==> config.mk <==
export PLATFORM = sky130hd
export DESIGN_NAME = mem_bus_arbiter
export DESIGN_NICKNAME = d
export VERILOG_FILES = /design/src/rtl/mem_bus_arbiter.sv
export SDC_FILE = /design/constraint.sdc
export NUM_CORES = 1
export LEC_CHECK = 0
export BUFFER_PORTS_ARGS = -buffer_cell sky130_fd_sc_hd__buf_4
export CAP_MARGIN = 15
export CORE_ASPECT_RATIO = 1.25
export CORE_MARGIN = 1
export CORE_UTILIZATION = 40
export DETAILED_ROUTE_END_ITERATION = 8
export PLACE_DENSITY = 0.72
export SLEW_MARGIN = 10
export SYNTH_ARGS = -nofsm -noshare
export SYNTH_HDL_FRONTEND = slang
export SYNTH_SLANG_ARGS = --single-unit
==> constraint.sdc <==
create_clock -name iCLK -period 1.8 [get_ports iCLK]
set_input_delay 0.09 -clock iCLK [delete_from_list [all_inputs] [get_ports iCLK]]
set_output_delay 0.09 -clock iCLK [all_outputs]
set_load 0.01 [all_outputs]
==> src/rtl/mem_bus_arbiter.sv <==
// Two-requester memory bus arbiter: read-only fetch port and load/store data port
// share one registered bus with data-priority arbitration and a fetch starvation guard.
module mem_bus_arbiter #(
  parameter int READ_LATENCY = 1,
  parameter int STARVE_LIMIT = 4
) (
  input  logic        iCLK,
  input  logic        iRST_n,
  input  logic        iIReq,
  input  logic [31:0] iIAddr,
  output logic        oIGnt,
  output logic        oIValid,
  output logic [31:0] oIData,
  input  logic        iDReq,
  input  logic        iDWe,
  input  logic [3:0]  iDByteEn,
  input  logic [31:0] iDAddr,
  input  logic [31:0] iDWData,
  output logic        oDGnt,
  output logic        oDValid,
  output logic [31:0] oDData,
  output logic        oReadEnable,
  output logic        oWriteEnable,
  output logic [3:0]  oByteEnable,
  output logic [31:0] oAddress,
  output logic [31:0] oWriteData,
  input  logic [31:0] iReadData,
  output logic        oBusy
);

  typedef enum logic [2:0] {
    IDLE,
    ISSUE_RD,
    ISSUE_WR,
    WAIT,
    RESP
  } stateT;

  stateT       state;
  stateT       nextState;
  logic [2:0]  latCnt;
  logic [3:0]  starveCnt;
  logic        ownerFetch;
  logic        arbPoint;
  logic        anyReq;
  logic        winFetch;

  assign oBusy = (state != IDLE);

  always_comb begin
    arbPoint  = (state == IDLE) || (state == RESP);
    anyReq    = iIReq || iDReq;
    // Data wins ties unless fetch has lost STARVE_LIMIT times in a row.
    winFetch  = iIReq && (!iDReq || (starveCnt == 4'(STARVE_LIMIT)));
    nextState = state;
    case (state)
      IDLE, RESP: begin
        if (anyReq) begin
          if (winFetch || !iDWe) nextState = ISSUE_RD;
          else                   nextState = ISSUE_WR;
        end else begin
          nextState = IDLE;
        end
      end
      ISSUE_WR: nextState = IDLE;
      ISSUE_RD: nextState = WAIT;
      WAIT:     nextState = (latCnt == 3'd1) ? RESP : WAIT;
      default:  nextState = IDLE;
    endcase
  end

  always_ff @(posedge iCLK or negedge iRST_n) begin
    if (!iRST_n) state <= IDLE;
    else         state <= nextState;
  end

  always_ff @(posedge iCLK or negedge iRST_n) begin
    if (!iRST_n) begin
      oIGnt        <= 1'b0;
      oIValid      <= 1'b0;
      oIData       <= '0;
      oDGnt        <= 1'b0;
      oDValid      <= 1'b0;
      oDData       <= '0;
      oReadEnable  <= 1'b0;
      oWriteEnable <= 1'b0;
      oByteEnable  <= '0;
      oAddress     <= '0;
      oWriteData   <= '0;
      latCnt       <= '0;
      starveCnt    <= '0;
      ownerFetch   <= 1'b0;
    end else begin
      oIGnt        <= 1'b0;
      oDGnt        <= 1'b0;
      oIValid      <= 1'b0;
      oDValid      <= 1'b0;
      oWriteEnable <= 1'b0;

      if (arbPoint) begin
        if (!iIReq || winFetch)
          starveCnt <= '0;
        else if (starveCnt != 4'(STARVE_LIMIT))
          starveCnt <= starveCnt + 4'd1;
      end

      case (nextState)
        ISSUE_RD: begin
          oReadEnable <= 1'b1;
          oAddress    <= winFetch ? iIAddr : iDAddr;
          oByteEnable <= winFetch ? 4'hF : iDByteEn;
          oIGnt       <= winFetch;
          oDGnt       <= !winFetch;
          ownerFetch  <= winFetch;
          latCnt      <= 3'(READ_LATENCY);
        end
        ISSUE_WR: begin
          oReadEnable  <= 1'b0;
          oWriteEnable <= 1'b1;
          oAddress     <= iDAddr;
          oByteEnable  <= iDByteEn;
          oWriteData   <= iDWData;
          oDGnt        <= 1'b1;
        end
        WAIT: begin
          if (state == WAIT) latCnt <= latCnt - 3'd1;
        end
        RESP: begin
          oReadEnable <= 1'b0;
          oByteEnable <= '0;
          oIValid     <= ownerFetch;
          oDValid     <= !ownerFetch;
        end
        default: begin
          oReadEnable <= 1'b0;
          oByteEnable <= '0;
        end
      endcase

      // Last wait cycle: the bus word is valid now, latch it for the owner.
      if ((state == WAIT) && (latCnt == 3'd1)) begin
        if (ownerFetch) oIData <= iReadData;
        else            oDData <= iReadData;
      end
    end
  end

endmodule

==> summary.txt <==
Status
  – Status: complete, no violations

Pwr
  – Leakage Power: 5.03 nW
  – Switching Fraction: 0.328
  – Clock network power share: 0.214
  – Int Pwr: 11.5 mW
  – NetSw: 5.64 mW
  – Flop pwr share: 0.351
  – Max rail drop VDD: 0.000753 V
  – Logic pwr share: 0.435
  – Power density over cell area: 1590 nW/um2

STA
  – Max-slew violations: 0
  – Fin Hold WS: 0.0242 ns
  – RSZ-0062 raised after global routing: yes
  – Setup TNS: 0 ns
  – Worst setup margin: 0.0313 ns
  – Tmin final: 1.77 ns
  – Layout Skew: 0.0102 ns
  – Setup-failing EPs final: 0
  – Worst slew margin: 0.575
  – Period utilization: 0.983
  – F_max: 565 MHz
  – Hold Violations, Final: 0
  – Slew @ Worst Pin: 0.637 ns

Run
  – Max-cap violations: 0

Layout
  – Fin cells: 1122
  – # nets final: 1038
  – Filler cells: 1042
  – Proportion of layout cells with a drive suffix above 1: 0.485
  – Final Core Density: 0.697
  – Area grow syn2layout: 70.8%
  – Ant. Diodes: 0

Global routing
  – All-Layer GR Usage: 0.244
  – Largest net degree at the start of global routing: 49
  – Initial antenna violation count: 0
  – GRT Residual Overflow: 0
  – Vias in the first global route: 6160
  – First-pass GRT wire length: 30700 um

Detailed routing
  – Final ANT Viol Nets: 0
  – DRT Pass-1 Iters: 4
  – Detailed Route Iter0 Violations: 284
  – # DRC: 0
  – Vias: 5821
  – Routed WL: 20500 um
  – Via density: 5.19
  – Routed len/inst: 18.2 um

Clocking
  – H-tree Lvls: 4
  – Number of clock sinks: 149
  – Clock transition at path regs: 0.06 ns
  – CTS root buf: clkbuf_16
  – CTS tree: yes
  – Num CTS Buffers: 17
  – Worst-case clock buffer depth: 2
  – Later-pin clock latency in the skew report: 0.41 ns

Floorplanning
  – Chip height: 143 um
  – Core area: 15500 um2
  – Starting Density: 0.408
  – Die width: 114 um
  – IO Count: 276
  – Site row count: 51
  – Die ar.: 16300 um2

Worst setup path
  – RR Endpoint: oDData[8]
  – Crit-path max cell delay: 0.39 ns
  – Crit end category: flop
  – Reg-to-reg setup timing slack: 0.03 ns
  – WS Path Type: reg2reg
  – Crit-path slowest cell: dfrtp_1
  – Crit path required time: 2.09 ns
  – Crit path max fanout: 16
  – CP arrival: 2.06 ns
  – Reg2Reg Depth: 5
  – Critical Path, Cell by Cell: nand3b_2, nor3_4, buf_12, clkbuf_16, mux2_1
  – Crit start category: flop
  – Worst Setup SP: state[2]
  – R2R Path Start: state[2]

Synthesis
  – Syn_nets: 624
  – Mapped cell area: 6320 um2
  – Yosys cell types: 43
  – EDFF count, synth: 0
  – Top cell type's share of synthesized area: 0.590
  – Cell accounting for the most synthesized area: dfrtp_1
  – Mapped Cells: 483
  – Yosys reg bits: 149
  – Seq/Total Area, Yosys: 0.590
  – Syn_area_per_cell: 13.1 um2
  – Synth top area cells: dfrtp_1, mux2_2, mux2_4
  – Top FF cell, synth: dfrtp_1
  – Synth warn: 0
  – Synth async-reset ratio: 1.00

Worst hold path
  – Min-delay worst type: in2reg
  – Hold path endpoint: oAddress[6]
  – Hold_sp: iIAddr[6]
  – Worst Hold Path Cells: 3

Placement
  – Placement Setup Slack: -0.106 ns
  – Dpl cells: 950
  – Post-DP HPWL: 12100 um
  – PortBufs: 275
  – Placer's final routability congestion estimate: 0.834
[cell usage in the layout, fill, tap and decap left out, types with 3 or more instances in the layout]
cell type	n
buf_4	283
dfrtp_1	149
dlygate4sd3_1	132
mux2_2	65
o21ai_0	37
nand3_1	36
a21oi_1	34
a31oi_1	33
mux2_4	29
clkbuf_16	21
buf_12	8
inv_1	6
nand2_1	6
nor3_1	5
nor2_1	4
o2bb2ai_1	4
nand2b_1	3
clkinv_2	3
clkbuf_8	3
bufinv_16	3
[power by group through the flow]
stage	Clock, mW	Combinational (mW)	Sequential, mW
floorplan	0	2.76	6.54
global placement	0	6.67	5.94
detailed placement	0	6.86	6.02
CTS	3.74	7.14	5.99
global route	3.90	7.97	6.21
finish	3.67	7.48	6.03
[what timing repair did]
action                     CTS  global route
setup endpoints to repair   32            87
cloned                       1             6
hold endpoints to repair   177             0
resized for setup            2            11
buffers inserted             0             1
hold buffers               132             0
pin swaps                    1             3
[worst max-delay path by stage]
| stage | slack (ns) | to | depth (start not counted) |
|---|---|---|---|
| after floorplan | 0.11 | oIData[10] | 7 |
| after global placement | -0.01 | oWriteData[12] | 5 |
| after detailed placement | -0.11 | oWriteData[12] | 5 |
| after CTS | 0.02 | oWriteData[12] | 5 |
| after global routing | -0.07 | starveCnt[3] | 4 |
| final | 0.03 | oDData[8] | 5 |
[logic make-up (layout without fill, tap and decap cells)]
group,count (synthesis),after routing,share of synthesized area
adder cells (fa/ha/maj),4,4,0.00791
buffers and inverters,44,468,0.0417
flip-flops,149,149,0.590
multiplexers,96,96,0.188
AND/OR/NAND/NOR,74,77,0.0683
AO/OA/AOI/OAI,116,116,0.104
[Yosys cell counts (4+ instances only)]
master / count
nand2_1: 6
dfrtp_1: 149
o21ai_0: 37
o2bb2ai_1: 4
a31oi_1: 33
nand2b_1: 4
nor2_1: 5
ha_1: 4
a21oi_1: 34
mux2_4: 29
mux2_2: 65
nor3_1: 5
buf_6: 10
nand3_1: 36
buf_2: 15
clkbuf_1: 10
inv_1: 7
[worst max-delay path, delay by kind of cell, from the launching register on]
| kind | cells | cell delay [ns] |
|---|---|---|
| simple gates | 2 | 0.56 |
| flops | 1 | 0.39 |
| buf+inv | 2 | 0.34 |
| mux | 1 | 0.35 |
[routing by layer]
metal,global-route usage,vias to the layer above,routed length [um]
met5,0,-,0
met4,0.111,0,565
met3,0.0669,43,1460
met2,0.444,276,11200
met1,0.259,2913,7270
li1,-,2589,-
[per-stage QoR]
| stage | total power, mW | cell area, um2 |
|---|---|---|
| floorplan | 9.30 | 6320 |
| global route | 18.1 | 10800 |
| CTS | 16.9 | 10600 |
| global placement | 12.6 | 8640 |
| finish | 17.2 | 10800 |
| detailed placement | 12.9 | 8640 |
[sequential cells by signal (all words and copies together), names as in the netlist]
signal        cells
oDGnt             1
oWriteEnable      1
oDValid           1
latCnt            3
oByteEnable       4
oIValid           1
state             3
oDData           32
oReadEnable       1
oIGnt             1
starveCnt         4
oIData           32
oAddress         32
oWriteData       32
ownerFetch        1
[final cells by class]
cell class / count / area, um2 / area share
inverter: 7 / 26.3 / 0.00243
timing repair buffer: 429 / 3730 / 0.345
tap: 212 / 265 / 0.0246
multi-input combinational: 293 / 2430 / 0.225
clock inverter: 11 / 148 / 0.0137
clock buffer: 21 / 470 / 0.0435
sequential: 149 / 3730 / 0.345
Note: power is estimated with default switching activity, not from simulation.
